File: src/rtl/pc_seq_if.sv
// pc_seq_if: bundle between the core's control/ALU side and the PC sequencer.
//   Control -> sequencer: AddrSrc, InAddrImm, InAddrReg, branch, cond, Z, N, V,
//                         call, ret, stall, hlt
//   Sequencer -> control: OutAddr, PCSOut, halted, ras_empty, ras_full,
//                         ras_underflow
// The master modport is the side that issues control; the slave modport is the
// PC sequencer itself.
interface pc_seq_if #(
  parameter int WIDTH = 16
) ();
  logic             AddrSrc;
  logic [WIDTH-1:0] InAddrImm;
  logic [WIDTH-1:0] InAddrReg;
  logic             branch;
  logic [2:0]       cond;
  logic             Z;
  logic             N;
  logic             V;
  logic             call;
  logic             ret;
  logic             stall;
  logic             hlt;
  logic [WIDTH-1:0] OutAddr;
  logic [WIDTH-1:0] PCSOut;
  logic             halted;
  logic             ras_empty;
  logic             ras_full;
  logic             ras_underflow;

  modport master (
    output AddrSrc, InAddrImm, InAddrReg, branch, cond, Z, N, V,
           call, ret, stall, hlt,
    input  OutAddr, PCSOut, halted, ras_empty, ras_full, ras_underflow
  );

  modport slave (
    input  AddrSrc, InAddrImm, InAddrReg, branch, cond, Z, N, V,
           call, ret, stall, hlt,
    output OutAddr, PCSOut, halted, ras_empty, ras_full, ras_underflow
  );
endinterface

File: src/rtl/pc_sequencer.sv
// pc_sequencer: program-counter unit with conditional branches, relative or
// absolute immediate targets, stall, halt state and a circular return-address
// stack (RAS).
// Ports:
//   clk  - rising-edge clock
//   rst  - asynchronous active-high reset
//   bus  - pc_seq_if.slave: branch/call/ret/stall/hlt controls, flags and
//          targets in; OutAddr (registered PC), PCSOut (PC + STEP), halted,
//          ras_empty/ras_full (from entry count) and ras_underflow pulse out.
module pc_sequencer #(
  parameter int WIDTH      = 16,
  parameter int STEP       = 2,
  parameter int RESET_VEC  = 0,
  parameter int REL_BRANCH = 0,
  parameter int RAS_DEPTH  = 4
) (
  input logic    clk,
  input logic    rst,
  pc_seq_if.slave bus
);
  localparam int PTR_W = $clog2(RAS_DEPTH);
  localparam int CNT_W = $clog2(RAS_DEPTH + 1);

  typedef enum logic {
    ST_RUN  = 1'b0,
    ST_HALT = 1'b1
  } state_t;

  state_t           state_q, state_d;
  logic [WIDTH-1:0] pc_q, pc_d;
  logic [PTR_W-1:0] sp_q, sp_d;      // next free slot; top is sp_q-1
  logic [CNT_W-1:0] cnt_q, cnt_d;    // valid entries, saturates at RAS_DEPTH
  logic             underflow_q, underflow_d;

  logic [WIDTH-1:0] ras_mem [RAS_DEPTH];
  logic             ras_we;
  logic [PTR_W-1:0] ras_waddr;

  logic [WIDTH-1:0] pcs, imm_sh, imm_target, target, ras_top;
  logic [PTR_W-1:0] top_idx;
  logic             cond_true, taken, empty, full;

  assign pcs    = pc_q + WIDTH'(STEP);
  // Halfword offset to bytes; the MSB falls off so the shift stays in WIDTH.
  assign imm_sh = {bus.InAddrImm[WIDTH-2:0], 1'b0};

  generate
    if (REL_BRANCH != 0) begin : g_rel
      assign imm_target = pcs + imm_sh;
    end else begin : g_abs
      assign imm_target = imm_sh;
    end
  endgenerate

  assign target  = bus.AddrSrc ? imm_target : bus.InAddrReg;
  assign empty   = (cnt_q == '0);
  assign full    = (cnt_q == CNT_W'(RAS_DEPTH));
  assign top_idx = sp_q - PTR_W'(1);
  assign ras_top = ras_mem[top_idx];

  // "Always" ignores the flags entirely so undriven flags cannot block it.
  always_comb begin
    cond_true = 1'b0;
    case (bus.cond)
      3'b000:  cond_true = !bus.Z;
      3'b001:  cond_true = bus.Z;
      3'b010:  cond_true = !bus.Z && !bus.N;
      3'b011:  cond_true = bus.N;
      3'b100:  cond_true = bus.Z || !bus.N;
      3'b101:  cond_true = bus.Z || bus.N;
      3'b110:  cond_true = bus.V;
      default: cond_true = 1'b1;
    endcase
  end

  assign taken = bus.branch && cond_true;

  always_comb begin
    // hlt is honoured in both states: it enters/keeps HALT and freezes the PC;
    // leaving HALT is just the first cycle with hlt low, which runs normally.
    state_d     = bus.hlt ? ST_HALT : ST_RUN;
    pc_d        = pc_q;
    sp_d        = sp_q;
    cnt_d       = cnt_q;
    underflow_d = 1'b0;
    ras_we      = 1'b0;
    ras_waddr   = sp_q;
    if (!bus.hlt && !bus.stall) begin
      if (bus.ret) begin
        if (empty) begin
          pc_d        = pcs;
          underflow_d = 1'b1;
          if (bus.call) begin
            ras_we = 1'b1;
            sp_d   = sp_q + PTR_W'(1);
            cnt_d  = cnt_q + CNT_W'(1);
          end
        end else begin
          pc_d = ras_top;
          if (bus.call) begin
            // Call+return: swap the top entry in place, depth unchanged.
            ras_we    = 1'b1;
            ras_waddr = top_idx;
          end else begin
            sp_d  = top_idx;
            cnt_d = cnt_q - CNT_W'(1);
          end
        end
      end else if (taken) begin
        pc_d = target;
        if (bus.call) begin
          // When full the write lands on the oldest slot, overwriting it.
          ras_we = 1'b1;
          sp_d   = sp_q + PTR_W'(1);
          cnt_d  = full ? cnt_q : cnt_q + CNT_W'(1);
        end
      end else begin
        pc_d = pcs;
      end
    end
  end

  always_ff @(posedge clk or posedge rst) begin
    if (rst) begin
      state_q     <= ST_RUN;
      pc_q        <= WIDTH'(RESET_VEC);
      sp_q        <= '0;
      cnt_q       <= '0;
      underflow_q <= 1'b0;
    end else begin
      state_q     <= state_d;
      pc_q        <= pc_d;
      sp_q        <= sp_d;
      cnt_q       <= cnt_d;
      underflow_q <= underflow_d;
    end
  end

  // Stack contents need no reset; validity is tracked by cnt_q.
  always_ff @(posedge clk) begin
    if (ras_we) begin
      ras_mem[ras_waddr] <= pcs;
    end
  end

  assign bus.OutAddr       = pc_q;
  assign bus.PCSOut        = pcs;
  assign bus.halted        = (state_q == ST_HALT);
  assign bus.ras_empty     = empty;
  assign bus.ras_full      = full;
  assign bus.ras_underflow = underflow_q;
endmodule

File: src/flat_wrapper.sv
// flat-port wrapper written by rule: the top's interface ports become plain ports
module pc_sequencer_flat 
#(
  parameter int WIDTH      = 16,
  parameter int STEP       = 2,
  parameter int RESET_VEC  = 0,
  parameter int REL_BRANCH = 0,
  parameter int RAS_DEPTH  = 4
)
  (clk, rst, bus_AddrSrc, bus_InAddrImm, bus_InAddrReg, bus_branch, bus_cond, bus_Z, bus_N, bus_V, bus_call, bus_ret, bus_stall, bus_hlt, bus_OutAddr, bus_PCSOut, bus_halted, bus_ras_empty, bus_ras_full, bus_ras_underflow);
  pc_seq_if #(.WIDTH(WIDTH)) bus_i ();
  input logic clk;
  input logic rst;
  input wire logic [$bits(bus_i.AddrSrc)-1:0] bus_AddrSrc;
  input wire logic [$bits(bus_i.InAddrImm)-1:0] bus_InAddrImm;
  input wire logic [$bits(bus_i.InAddrReg)-1:0] bus_InAddrReg;
  input wire logic [$bits(bus_i.branch)-1:0] bus_branch;
  input wire logic [$bits(bus_i.cond)-1:0] bus_cond;
  input wire logic [$bits(bus_i.Z)-1:0] bus_Z;
  input wire logic [$bits(bus_i.N)-1:0] bus_N;
  input wire logic [$bits(bus_i.V)-1:0] bus_V;
  input wire logic [$bits(bus_i.call)-1:0] bus_call;
  input wire logic [$bits(bus_i.ret)-1:0] bus_ret;
  input wire logic [$bits(bus_i.stall)-1:0] bus_stall;
  input wire logic [$bits(bus_i.hlt)-1:0] bus_hlt;
  output wire logic [$bits(bus_i.OutAddr)-1:0] bus_OutAddr;
  output wire logic [$bits(bus_i.PCSOut)-1:0] bus_PCSOut;
  output wire logic [$bits(bus_i.halted)-1:0] bus_halted;
  output wire logic [$bits(bus_i.ras_empty)-1:0] bus_ras_empty;
  output wire logic [$bits(bus_i.ras_full)-1:0] bus_ras_full;
  output wire logic [$bits(bus_i.ras_underflow)-1:0] bus_ras_underflow;
  assign bus_i.AddrSrc = bus_AddrSrc;
  assign bus_i.InAddrImm = bus_InAddrImm;
  assign bus_i.InAddrReg = bus_InAddrReg;
  assign bus_i.branch = bus_branch;
  assign bus_i.cond = bus_cond;
  assign bus_i.Z = bus_Z;
  assign bus_i.N = bus_N;
  assign bus_i.V = bus_V;
  assign bus_i.call = bus_call;
  assign bus_i.ret = bus_ret;
  assign bus_i.stall = bus_stall;
  assign bus_i.hlt = bus_hlt;
  assign bus_OutAddr = bus_i.OutAddr;
  assign bus_PCSOut = bus_i.PCSOut;
  assign bus_halted = bus_i.halted;
  assign bus_ras_empty = bus_i.ras_empty;
  assign bus_ras_full = bus_i.ras_full;
  assign bus_ras_underflow = bus_i.ras_underflow;
  pc_sequencer #(.WIDTH(WIDTH), .STEP(STEP), .RESET_VEC(RESET_VEC), .REL_BRANCH(REL_BRANCH), .RAS_DEPTH(RAS_DEPTH)) u_core (.clk(clk), .rst(rst), .bus(bus_i));
endmodule
File: config.mk
export PLATFORM = sky130hd
export DESIGN_NAME = pc_sequencer_flat
export DESIGN_NICKNAME = d
export VERILOG_FILES = /design/src/rtl/pc_seq_if.sv /design/src/rtl/pc_sequencer.sv /design/src/flat_wrapper.sv
export SDC_FILE = /design/constraint.sdc
export NUM_CORES = 1
export LEC_CHECK = 0
export ABC_AREA = 1
export ABC_CLOCK_PERIOD_IN_PS = 5300
export CAP_MARGIN = 20
export CORE_UTILIZATION = 40
export CTS_CLUSTER_SIZE = 14
export DETAILED_ROUTE_END_ITERATION = 8
export PLACE_DENSITY = 0.61
export SLEW_MARGIN = 15
export SYNTH_ARGS = -nofsm -noshare
export SYNTH_HDL_FRONTEND = slang
export SYNTH_SLANG_ARGS = --single-unit
File: constraint.sdc
create_clock -name clk -period 5.3 [get_ports clk]
set_input_delay 1.06 -clock clk [delete_from_list [all_inputs] [get_ports clk]]
set_output_delay 1.06 -clock clk [all_outputs]
set_load 0.05 [all_outputs]
Word-level counts from Yosys, hierarchy flattened
Memory sizes are Yosys's and may differ from the RTL's.
Cells that the tools add are included.
{"block": "op_classes", "reduce_logical": 15, "n_eq_ne": 10, "addsub": 5, "muxes": 31}
{"cell": "$mux W16", "n": 4}
{"cell": "$mux W3", "n": 7}
{"cell": "$mux W2", "n": 9}
{"cell": "$add A16 B2 Y16 const B", "n": 1}
{"cell": "$eq A3 B3 Y1 const B", "n": 4}
{"cell": "$mux W1", "n": 10}
{"cell": "$pmux W1 S7", "n": 1}
{"cell": "$eq A3 B2 Y1 const B", "n": 2}
{"cell": "$logic_not A3 Y1", "n": 2}
{"cell": "$reduce_and A6 Y1", "n": 1}
{"cell": "$logic_not A1 Y1", "n": 4}
{"cell": "$ne A2 B2 Y1 const B", "n": 2}
{"cell": "$reduce_bool A2 Y1", "n": 2}
{"cell": "$add A3 B1 Y3 const B", "n": 1}
{"cell": "$eq A3 B1 Y1 const B", "n": 1}
{"cell": "$logic_and A1 B1 Y1", "n": 3}
{"cell": "$ne A3 B2 Y1 const B", "n": 1}
{"cell": "$reduce_and A3 Y1", "n": 1}
{"cell": "$sub A3 B1 Y3 const B", "n": 1}
{"cell": "$add A2 B1 Y2 const B", "n": 1}
{"cell": "$logic_or A1 B1 Y1", "n": 2}
{"cell": "$sub A2 B1 Y2 const B", "n": 1}
{"block": "totals", "out_inout_bits": 36, "ram_bits": 64, "register_bits": 23, "wordCells": 67, "in_bits": 46, "n_memories": 1}
{"name": "u_core.ras_mem", "depth": 4, "width": 16, "read_ports": 1, "rd_ports_with_merged_regs": 0, "wr": 1, "line": "pc_sequencer.sv:35", "rtl": "logic [WIDTH-1:0] ras_mem [RAS_DEPTH];"}

Logic depth before layout (Yosys ltp)
{"block": "depth", "ltp_word": 9, "mapped_depth": 10, "depth_no_buf": 10}

Least setup slack after synthesis
OpenSTA, ideal clock, no wires.
{"block": "synth_path", "kind": "reg-to-output", "from": "register u_core.pc_q[1] (netlist: u_core.bus.OutAddr[1])", "to": "output bus_PCSOut[5]", "arrival_ns": 2.034, "n_path_buf": 0, "required_ns": 4.240, "path_slack_ns": 2.206, "path_stages_with_launch": 4, "cell_sequence": "dfrtp_1 -> ha_1 -> nand3_2 -> xor2_1"}
{"block": "synth_via", "elab_chain_len": 1}
{"element": "start, declared", "line": "pc_sequencer.sv:30", "rtl": "logic [WIDTH-1:0] pc_q, pc_d;"}
{"element": "start signal, assigned", "line": "pc_sequencer.sv:126", "rtl": "pc_q <= WIDTH'(RESET_VEC);"}
{"element": "start signal, assigned", "line": "pc_sequencer.sv:132", "rtl": "pc_q <= pc_d;"}
{"element": "$add A16 B2 Y16", "line": "pc_sequencer.sv:43", "rtl": "assign pcs = pc_q + WIDTH'(STEP);"}
{"element": "end, declared", "line": "flat_wrapper.sv:27", "rtl": "output wire logic [$bits(bus_i.PCSOut)-1:0] bus_PCSOut;"}
Every way passes these cells.

Final worst setup path
{"block": "layout_path", "from": "register u_core.pc_q[1] (netlist: u_core.bus.OutAddr[1])", "to": "output bus_PCSOut[15]"}
The elaborated chain is that of the path after synthesis.

==> metrics.md <==
| Metric | Value |
|---|---|
| Hold_buf cts | `0` |
| DP Area | `between 5000 and 6000 sq um` |
| Starting Density | `41.2%` |
| Inserted Clock Buffers | `9` |
| Via count | `3812` |
| CP max stage delay | `~860 ps` |
| Pre-CTS WS | `about 1300 ps` |
| ANT cells | `0` |
| Crit-path slowest cell | `clkdlybuf4s50_1` |
| Die Ht | `approximately 110 um` |
| Endpoints failing setup | `0` |
| Input/output buffers | `80` |
| Post-Route WL | `roughly 12000 um` |
| Yosys top cell by area | `edfxtp_1` |
| Hold Vio Cnt, Final | `0` |
| Net Count, Synth | `584` |
| CTS tree | `yes` |
| Fmax | `roughly 260 MHz` |
| Antenna Nets Post-Route | `0` |
| P per Cell Area | `580 nW/um^2` |
| Critical path type | `reg2out` |
| Wirelength per Cell | `between 15 and 20 um` |
| Yosys cell types | `37` |
| Peak supply drop | `a little over 0.0003 V` |
| Outcome | `completed` |
| CP Cell Sequence | `ha_1 > nand3_2 > nor2_4 > nand3_2 > nor2_1 > nand2_1 > nand2_1 > clkdlybuf4s50_1` |
| Crit. End Element | `output pin` |
| CP bufs+invs | `1` |
| CTS max path bufs | `2` |
| Core footprint | `around 11000 sq um` |
| Most frequent cells in the layout | `170 x nand2_1, 80 x clkdlybuf4s50_1, 64 x edfxtp_1, 42 x inv_1, 42 x nor2_1` |
| DRC | `0` |
| Synth-to-Final Area Change | `25.7%` |
| Post-Syn Instances | `approximately 530` |
| Skew-Pair Late Insertion Delay | `340 ps` |
| DR vias/cell | `slightly above 5` |
| Clk pin slew, worst setup/hold paths | `about 60 ps` |
| Tot Pwr | `3.43 mW` |
| Finished Cell Area | `5910 sq um` |
| Most Crowded Layer GR | `met2` |
| Synth Flop Type | `edfxtp_1` |
| Slew @ Worst Pin | `around 890 ps` |
| Final WS setup | `roughly 1500 ps` |
| Syn Std Cell Area | `around 4700 sq um` |
| Period utilization | `just over 70%` |
| # H-tree levels | `3` |
| Number of global-route vias before repair | `between 3000 and 4000` |
| Minimum clock period | `around 3800 ps` |
| Yosys top cell area share | `40.8%` |
| First-pass GRT wire length | `18200 um` |
| Row count | `39` |
| Largest net degree at the start of global routing | `29` |
| Num ports | `82` |
| HPWL after detailed placement | `roughly 8300 um` |
| Iteration count of the initial detailed-routing pass | `5` |
| Routability cong. | `a little under 0.9` |
| P_leak | `2.49 nW` |
| Worst path top cell family by delay | `buffers and inverters` |
| Met3 Track Usage GR | `under 10%` |
| Post-CTS setup buffers | `0` |
| CP Launch Type | `flop` |
| Total negative slack | `0 ps` |
| Met2 Use GR | `30.4%` |
| Register area | `roughly 2500 sq um` |
| Gr ovfl total | `0` |
| Commonest non-fill, non-tap cell in the layout | `nand2_1` |
| Crit path DAT | `2720 ps` |
| Share of layout cells above drive strength 1 | `between 7 and 8%` |
| Die X | `between 100 and 150 um` |
| Mean area per synthesized cell | `between 8 and 9 sq um` |
| Ys async rst share | `between 20% and 30%` |
| Final Slew Violations | `0` |
| Yosys Warn Count | `0` |
| CTS Sinks | `just under 90` |
| Number of flops mapped to enable cells by yosys | `64` |
| DIE AREA | `12200 sq um` |
| Initial antenna violation count | `0` |
| Overall Global Routing Usage | `approximately a fifth` |
| Sequential element share of the synthesized area | `between 50 and 60%` |
| Worst EP required | `around 4200 ps` |
| Clk_skew | `between 7 and 8 ps` |
| Final #Nets | `660` |
| Synthesis-stage register bit count | `between 80 and 90` |
| Worst min-delay path category | `reg2reg` |
| Max_cap viols | `0` |
| PostCTS Resize Cnt | `0` |
| Fill count | `between 1000 and 1500` |
| Slew headroom | `just over 40%` |
| Clk root buf | `clkbuf_16` |
| RSZ-0062 raised after global routing | `false` |
| GR met1 Demand/Resource | `roughly 25%` |
| Initial drt markers | `around 220` |
| Crit Path Max Fanout | `7` |
| Area contributors post-synth | `edfxtp_1 41%, nand2_1 14%, dfrtp_1 12%` |
| Multi-input gate area | `1880 sq um` |
==> per-layer routing <==
metal	up-vias	part of all wire (%)
li1	1926	-
met1	1763	47
met2	110	45
met3	13	5.4
met4	0	1.8
met5	-	0
==> area by class of cell <==
cell class,count,share of cell area (%)
sequential,87,42.2
multi-input combinational,376,31.8
timing repair buffer,86,14.6
clock buffer,10,3.87
inverter,50,3.22
tap,143,3.03
clock inverter,4,1.23
==> sequential cells by signal, indices dropped and copies added (netlist names) <==
name / flops
u_core.bus.ras_underflow: 1
u_core.cnt_q: 3
u_core.ras_mem: 64
u_core.sp_q: 2
u_core.bus.OutAddr: 16
u_core.bus.halted: 1
==> worst paths after layout <==
check | startpoint | endpoint | slack (ps) | cells after the start
worst max-delay path | u_core.bus.OutAddr[1]$_DFFE_PP0P_ | bus_PCSOut[15] | 1520 | 8
max in group asynchronous | rst | u_core.bus.OutAddr[7]$_DFFE_PP0P_ | 3930 | 3
worst max register to register | u_core.cnt_q[0]$_DFFE_PP0P_ | u_core.ras_mem[2][12]$_DFFE_PP_ | 2570 | 10
worst min register to register | u_core.cnt_q[0]$_DFFE_PP0P_ | u_core.cnt_q[0]$_DFFE_PP0P_ | 530 | 2
min in group asynchronous | rst | u_core.cnt_q[2]$_DFFE_PP0P_ | 960 | 2
worst min-delay path | u_core.cnt_q[0]$_DFFE_PP0P_ | u_core.cnt_q[0]$_DFFE_PP0P_ | 530 | 2
==> where the power goes <==
group	internal, mW	switching [mW]	total, mW
combinational	0.524	1.20	1.72
sequential	0.912	0.134	1.05
clock	0.407	0.249	0.656
total	1.84	1.58	3.43
==> cells by family (layout without fill, tap and decap cells) <==
group / after synthesis / count (layout) / synth area share (%)
and+or+nand+nor: 284 / 284 / 27.2
DFF: 87 / 87 / 53.1
adders and majority gates: 4 / 4 / 1.06
buffers and inverters: 71 / 150 / 6.97
muxes: 10 / 10 / 2.13
xor gates and xnor gates: 9 / 9 / 1.83
AOI/OAI and AO/OA: 69 / 69 / 7.71
==> metrics by stage <==
stage / hold WS [ps] / std cells / util, %
global placement: 500 / 741 / 48.9
floorplan: 475 / 534 / -
CTS: 536 / 755 / 51.6
finish: 530 / 756 / 51.8
detailed placement: 520 / 741 / 48.9
global route: 572 / 756 / 51.8
==> synthesized netlist by cell type, types with 2 or more instances <==
cell type	count
nor2_1	42
dfrtp_1	23
nand4_1	17
a31oi_1	3
clkbuf_1	3
mux2i_1	10
nand2_2	4
inv_2	7
buf_2	8
a21boi_0	2
nor2_4	4
nand3_1	31
nand3_4	2
o21ai_0	23
buf_4	5
nand2_1	170
a21oi_1	34
xor2_1	3
nand3_2	4
edfxtp_1	64
nor3_1	4
inv_1	42
nand3b_1	2
ha_1	4
xnor2_1	5
o21ai_1	4
buf_6	4
==> worst min-delay path, delay by kind of cell, from the launching register on <==
kind	cells	cell delay [ps]
simple gates	2	120
flops	1	370
No activity file was read; power rests on OpenSTA's default activity.
